<file path="config.mk">
export PLATFORM = sky130hd
export DESIGN_NAME = fifo_write_arbiter
export DESIGN_NICKNAME = d
export VERILOG_FILES = /design/src/rtl/fifo_write_arbiter.sv
export SDC_FILE = /design/constraint.sdc
export NUM_CORES = 1
export LEC_CHECK = 0
export CAP_MARGIN = 20
export CORE_ASPECT_RATIO = 0.75
export CORE_MARGIN = 5
export CORE_UTILIZATION = 36
export CTS_CLUSTER_SIZE = 25
export DETAILED_ROUTE_END_ITERATION = 12
export GPL_TIMING_DRIVEN = 0
export HOLD_SLACK_MARGIN = 0.12
export PLACE_DENSITY = 0.85
export SETUP_SLACK_MARGIN = 0.1
export SLEW_MARGIN = 5
export SYNTH_ARGS = -nofsm -noshare
export SYNTH_HDL_FRONTEND = slang
export SYNTH_SLANG_ARGS = --single-unit
</file>
<file path="constraint.sdc">
create_clock -name clk -period 3 [get_ports clk]
set_input_delay 0.45 -clock clk [delete_from_list [all_inputs] [get_ports clk]]
set_output_delay 0.45 -clock clk [all_outputs]
set_load 0.05 [all_outputs]
</file>
<file path="src/rtl/fifo_write_arbiter.sv">
// Round-robin arbiter sharing one FIFO write port between NUM_REQ requesters.
// A grant lasts one burst: until req_last, MAX_BURST beats, or the requester drops req.
module fifo_write_arbiter #(
    parameter int NUM_REQ    = 4,
    parameter int DATA_WIDTH = 8,
    parameter int MAX_BURST  = 4
) (
    input  logic                            clk,
    input  logic                            reset,
    input  logic [NUM_REQ-1:0]              req,
    input  logic [NUM_REQ*DATA_WIDTH-1:0]   req_data,
    input  logic [NUM_REQ-1:0]              req_last,
    output logic [NUM_REQ-1:0]              req_ready,
    input  logic                            fifo_full,
    output logic                            fifo_wr_en,
    output logic [DATA_WIDTH-1:0]           fifo_wr_data,
    output logic [NUM_REQ-1:0]              grant,
    output logic                            busy,
    output logic [$clog2(MAX_BURST+1)-1:0]  burst_count
);

    localparam int IW = (NUM_REQ > 1) ? $clog2(NUM_REQ) : 1;
    localparam int CW = $clog2(MAX_BURST + 1);

    typedef enum logic {IDLE, GRANT} state_t;

    state_t          state, state_n;
    logic [IW-1:0]   last_grant, last_grant_n;
    logic [NUM_REQ-1:0] grant_q, grant_n;
    logic [CW-1:0]   count_q, count_n;

    logic            win_valid;
    logic [IW-1:0]   win_idx;
    logic            beat;
    logic            burst_end;

    function automatic logic [IW-1:0] wrap_idx(input logic [IW-1:0] base, input int unsigned off);
        int unsigned s;
        s = 32'(base);
        s = (s + off) % 32'(NUM_REQ);
        return IW'(s);
    endfunction

    // In GRANT, last_grant is the granted index, so one pointer serves both roles.
    // Scanning downward lets the lowest offset from last_grant+1 win.
    always_comb begin
        win_valid = 1'b0;
        win_idx   = '0;
        for (int unsigned i = NUM_REQ; i >= 1; i--) begin
            if (req[wrap_idx(last_grant, i)]) begin
                win_valid = 1'b1;
                win_idx   = wrap_idx(last_grant, i);
            end
        end
    end

    always_comb begin
        fifo_wr_data = req_data[32'(last_grant) * DATA_WIDTH +: DATA_WIDTH];
    end

    always_comb begin
        state_n      = state;
        last_grant_n = last_grant;
        grant_n      = grant_q;
        count_n      = count_q;
        req_ready    = '0;
        beat         = 1'b0;
        burst_end    = 1'b0;
        fifo_wr_en   = 1'b0;

        case (state)
            IDLE: begin
                if (win_valid) begin
                    state_n          = GRANT;
                    last_grant_n     = win_idx;
                    grant_n          = '0;
                    grant_n[win_idx] = 1'b1;
                    count_n          = '0;
                end
            end
            GRANT: begin
                req_ready[last_grant] = !fifo_full;
                beat                  = req[last_grant] & !fifo_full;
                fifo_wr_en            = beat;
                // Dropping req ends the grant like a normal burst end, with no beat.
                burst_end = !req[last_grant] |
                            (beat & (req_last[last_grant] | (count_q == CW'(MAX_BURST - 1))));
                if (burst_end) begin
                    count_n = '0;
                    grant_n = '0;
                    if (win_valid) begin
                        last_grant_n     = win_idx;
                        grant_n[win_idx] = 1'b1;
                    end else begin
                        state_n = IDLE;
                    end
                end else if (beat) begin
                    count_n = count_q + CW'(1);
                end
            end
            default: state_n = IDLE;
        endcase
    end

    always_ff @(posedge clk or negedge reset) begin
        if (!reset) begin
            state      <= IDLE;
            last_grant <= IW'(NUM_REQ - 1);
            grant_q    <= '0;
            count_q    <= '0;
        end else begin
            state      <= state_n;
            last_grant <= last_grant_n;
            grant_q    <= grant_n;
            count_q    <= count_n;
        end
    end

    assign grant       = grant_q;
    assign busy        = (state == GRANT);
    assign burst_count = count_q;

endmodule

</file>
==> Word level (Yosys, flattened, before mapping) <==
Index checks and enable logic that the tools add are counted.
Widths: inputs -> output; s select.
{ "totals": {"regBits": 10, "inputBits": 43, "elab_cells": 74} }
{ "op_classes": {"n_addsub": 5, "magnitude_cmp": 8, "eq_ne": 4, "shift": 1, "muxes": 40, "bitwise": 6, "n_reduce_logical": 6} }
{ "ops": {"columns": ["op", "count"], "rows": [
  ["$shiftx 32x6->8", 1],
  ["$lt 2x3->1 const B", 6],
  ["$mux 4", 4],
  ["$mux 1", 15],
  ["$bmux 1 s2", 6],
  ["$mux 2", 6],
  ["$mux 3", 3],
  ["$pmux 4 s2", 1],
  ["$pmux 3 s2", 1],
  ["$add 2x1->2 const B", 2],
  ["$add 2x2->2 const B", 2],
  ["$and 4x4->4", 1],
  ["$demux 1 s2", 2],
  ["$ge 2x1->1 const B", 2],
  ["$pmux 2 s2", 1],
  ["$reduce_and 2->1", 2],
  ["$add 3x1->3 const B", 1],
  ["$eq 3x2->1 const B", 1],
  ["$ne 3x1->1 const B", 1],
  ["$and 1x1->1", 2],
  ["$logic_and 1x1->1", 2],
  ["$logic_not 1->1", 2],
  ["$ne 2x1->1 const B", 1],
  ["$ne 2x2->1 const B", 1],
  ["3 further kinds", 4]
]} }

==> Logic depth before layout (Yosys ltp) <==
{ "logic_depth": {"word_depth": 14, "depth_mapped": 8} }

==> Least setup slack after synthesis <==
No wires, ideal clock.
{ "synth_timing": {"path_kind": "reg-to-reg", "from": "register last_grant[1]", "to": "register grant_q[0] (netlist: grant[0])", "arrival_time_ns": 2.315, "required_time_ns": 2.905, "setup_slack_ns": 0.590, "path_stages_with_launch": 9, "path_buffers": 2, "path_cell_list": "dfstp_2 buf_6 clkbuf_1 inv_1 ha_1 mux2i_1 o22ai_1 or3_1 o31ai_1"} }
{ "synth_via": {"elab_chain_cells": 14, "word_cells_on_any_way": 41, "classes_between": "add/sub (4); order compare (2); eq/ne (2); mux (26); bitwise (4); reduce/logical (3)"} }
{ "synth_lines": {"columns": ["element", "line", "rtl"], "rows": [
  ["start, declared", "28", "logic [IW-1:0] last_grant, last_grant_n;"],
  ["start signal, assigned", "108", "last_grant <= IW'(NUM_REQ - 1);"],
  ["start signal, assigned", "113", "last_grant <= last_grant_n;"],
  ["$add 2x1->2", "40", "s = (s + off) % 32'(NUM_REQ);"],
  ["$bmux 1 s2", "50", "if (req[wrap_idx(last_grant, i)]) begin"],
  ["$mux 1 (implied by the code)", "50", null],
  ["$mux 2 (4 in series)", "50", null],
  ["$lt 2x3->1 (implied by the code) or $ge 2x1->1 (tied branches)", "77, 93", null],
  ["$logic_and 1x1->1 (implied by the code)", "77, 93", null],
  ["$mux 1 (implied by the code)", "77, 93", null],
  ["$demux 1 s2", "77, 93", null],
  ["$mux 4", "91", "if (win_valid) begin"],
  ["$mux 4", "88", "if (burst_end) begin"],
  ["$pmux 4 s2", "71", "case (state)"],
  ["end signal, assigned", "114", "grant_q <= grant_n;"],
  ["end, declared", "29", "logic [NUM_REQ-1:0] grant_q, grant_n;"]
]} }
Parallel ways exist; a longest one is shown, timed or not. The select of a mux whose other input is x is not followed.
A chain may end at the register's enable or synchronous reset.

==> Final worst setup path <==
{ "layout_timing": {"from": "register last_grant[1]", "to": "output port req_ready[0]"} }
{ "layout_via": {"elab_chain_cells": 6, "word_cells_on_any_way": 7, "classes_between": "order compare (2); mux (3); bitwise (1); reduce/logical (1)"} }
{ "layout_lines": {"columns": ["element", "line", "rtl"], "rows": [
  ["$lt 2x3->1 (implied by the code) or $ge 2x1->1 (tied branches)", "82", "req_ready[last_grant] = !fifo_full;"],
  ["$logic_and 1x1->1 (implied by the code)", "82", null],
  ["$mux 1 (implied by the code)", "82", null],
  ["$demux 1 s2 *", "82", null],
  ["$and 4x4->4 (no source line) *", null, null],
  ["$mux 4 *", "71", null],
  ["end, declared", "13", "output logic [NUM_REQ-1:0] req_ready,"]
]} }
Every way passes the cells marked *; elsewhere a longest branch is shown, timed or not.

==> flow_summary.ini <==
[status]
status = complete, no violations

[cts]
clk_pin_slew_ps = 50
cts_tree = yes
clk-insertion-delay-late_ps = 230
cts_buffers = 3
clock_sinks = 10
root_buffer = clkbuf_8
cts-htree-levels = 1
post_cts_buffers = 0
cts_buffer_depth = 2

[synthesis]
synth-main-ff-cell = dfrtp_1
synth_seq_cells = 10
synth-edff-count = 0
ys_warn_count = 0
synth_nets = 139
netlist_top_cells_count = mux4_2 (9), dfrtp_1 (8), mux2i_1 (8)
yosysMostFrequentCell = mux4_2
postSynthCellCount = 90
ys_seq_area_share_pct = 25.09
synth_top_cell_by_area = mux4_2
netlist_area_um2 = 1007
synth_top_cell_area_share_pct = 20.12
synth_area_leaders = mux4_2 (20%), dfrtp_1 (20%), mux2i_1 (8.0%)
ys_async_sr_fraction_pct = 100.0
synth_cell_types = 36
synth_area_per_cell_um2 = 11.19

[grt]
grt_pass1_vias = 1105
grt-ovfl-total = 0
antenna_found_initial = 0
grt_max_degree = 11
grt_pass1_wl_um = 5278
grt_usage_pct = 16.15

[sta]
max_slew.worst_pin.slew_ps = 690.0
hold_viol_final = 0
min_period_over_period_pct = 93.94
slew_headroom_pct = 52.81
fin_tns_setup_ps = 0
final-setup-viol-count = 0
rsz0062_at_grt = false
max_freq_mhz = 354.8
clock_skew_ps = 5.729
drv_slew = 0
fin_crit_ps = 2818

[critical_path]
critPathSlowestCell = clkdlybuf4s50_1
crit_path_max_fanout = 10
path_cells = buf_6, clkbuf_2, inv_1, ha_1, and2_1, clkdlybuf4s50_1
critPathLaunchType = flip-flop
crit_family = buffers and inverters
crit_path_max_incr_delay_ps = 690
worst_setup_path_end_kind = output pin
critical_path_class = flip-flop to output pin
worst-path-buf-inv = 4
worstPathArrival_ps = 2370
required_ps = 2550

[routing]
num_vias = 1065
met1_length_um = 1305
viasPerCell = 5.518
route.met2.wl_um = 1744
drc = 0
topRoutingLayerUsed = met4
first_pass_iters = 5
wl_met3_um = 217
wire_per_inst_um = 17.11
drtIter0Drc = 63
wl_um = 3303
ant_nets = 0

[job]
cap_violations = 0

[place]
gp_congestion = 0.7516
port_buffers = 63
dp_hpwl_um = 2799
dp.cells = 189

[power]
power.density_nw_per_um2 = 983.7
vdd_drop_max_uv = 464.6
leakagePower_nw = 0.8004

[cells_and_area]
regArea_um2 = 252.7
nFillCells = 201
antenna_cells = 0
multiInputGateArea_um2 = 698.2
utilization_pct = 66.76
drive_above_1_share_pct = 15.92
finalNonFillerCells = 193
syn_to_final_growth_pct = 75.16
nets = 207

[die]
io_pins = 64
die_area_um2 = 3967
die_w_um = 71.08
fp.dieH_um = 55.81
rows = 16
coreArea_um2 = 2643
initial_core_util_pct = 38.12

[worst_hold_path]
hp-class = input pin to async pin
## placed cells by master, fill, tap and decap left out
cell / Yosys / final
clkdlybuf4s50_1: 0 / 53
dlymetal6s2s_1: 0 / 10
mux4_2: 9 / 9
mux2i_1: 8 / 8
dfrtp_1: 8 / 8
inv_1: 6 / 6
nor2_1: 6 / 6
ha_1: 6 / 6
and2_1: 5 / 5
o211ai_1: 4 / 4
o31ai_1: 4 / 4
clkbuf_8: 0 / 4
nor2b_1: 3 / 3
nor3_1: 3 / 3
buf_6: 2 / 2
a32o_1: 2 / 2
dfstp_2: 2 / 2
buf_4: 1 / 1
clkbuf_2: 0 / 1
nor4_1: 1 / 1
nand2_2: 1 / 1
a221oi_2: 1 / 1
o22ai_2: 1 / 1
or2_2: 1 / 1
o21ai_0: 1 / 1
a221oi_1: 1 / 1
a311o_1: 1 / 1
mux2_2: 1 / 1
o21bai_1: 1 / 1
o22ai_1: 1 / 1
a2111oi_0: 1 / 1
or3_1: 1 / 1
a21o_1: 1 / 1
o2bb2ai_1: 1 / 1
mux2_4: 1 / 1
a311oi_1: 1 / 1
o21ai_1: 1 / 1
a31o_1: 1 / 1
a22o_1: 1 / 1
## metrics by stage
stage	setup WS (ps)	power [mW]	cell area (µm²)	hold WS [ps]
global placement	124.3	1.542	1683	507.7
detailed placement	103.1	1.574	1683	524.1
finish	181.7	1.735	1764	520.3
CTS	102.9	1.748	1739	528.2
global route	89.66	1.822	1764	552.6
floorplan	589.8	1.182	1007	154.4
## worst paths after layout
kind | cells after the start | to | slack, ps | startpoint
max in group asynchronous | 1 | last_grant[0]$_DFFE_PN1P_ | 2150 | reset
hold / removal | 1 | burst_count[1]$_DFFE_PN0P_ | 520 | reset
min in group clk | 2 | grant[3]$_DFFE_PN0P_ | 530 | grant[3]$_DFFE_PN0P_
setup reg to reg | 8 | grant[3]$_DFFE_PN0P_ | 290 | last_grant[1]$_DFFE_PN1P_
hold reg to reg | 2 | grant[3]$_DFFE_PN0P_ | 530 | grant[3]$_DFFE_PN0P_
setup / recovery | 6 | req_ready[0] | 180 | last_grant[1]$_DFFE_PN1P_
## cell type report
type | count | area share (%)
clock buffer | 4 | 3.121
multi-input combinational | 70 | 39.57
timing repair buffer | 63 | 37.16
buffer | 4 | 1.986
inverter | 6 | 1.277
tap | 36 | 2.553
sequential | 10 | 14.33
## report_power, final
| part | switching [mW] | total, mW | internal, mW |
|---|---|---|---|
| Sequential | 0.0374 | 0.230 | 0.193 |
| Combinational | 0.793 | 1.34 | 0.548 |
| Clock | 0.0492 | 0.164 | 0.115 |
## routing by layer
metal,vias to the layer above,global-route usage [%]
li1,496,-
met3,6,3.069
met1,518,19.54
met5,-,0
met2,45,29.99
met4,0,2.413
## sequential cells by signal, indices dropped and copies added (netlist names)
register / count
grant: 4
last_grant: 2
busy: 1
burst_count: 3
## worst reg2reg max path, stage by stage (launching register included)
cell	delay, ps
dfstp_2	540
buf_6	150
clkbuf_2	280
inv_1	130
ha_1	380
nor2b_1	70
a2111oi_0	600
nor3_1	200
o31ai_1	250
## timing repair
item,4_1_cts,5_1_grt
hold buffers,0,0
hold endpoints to repair,0,0
gates resized for setup,1,10
setup endpoints to repair,10,10
## cells by family after synthesis
group / Yosys count / share of synthesized area [%]
multiplexers: 19 / 30.68
buffers and inverters: 10 / 5.590
AO/OA/AOI/OAI: 24 / 20.00
flip-flops: 10 / 25.09
AND/OR/NAND/NOR: 21 / 11.18
adder cells (fa/ha/maj): 6 / 7.453
Note: power is estimated with default switching activity, not from simulation.
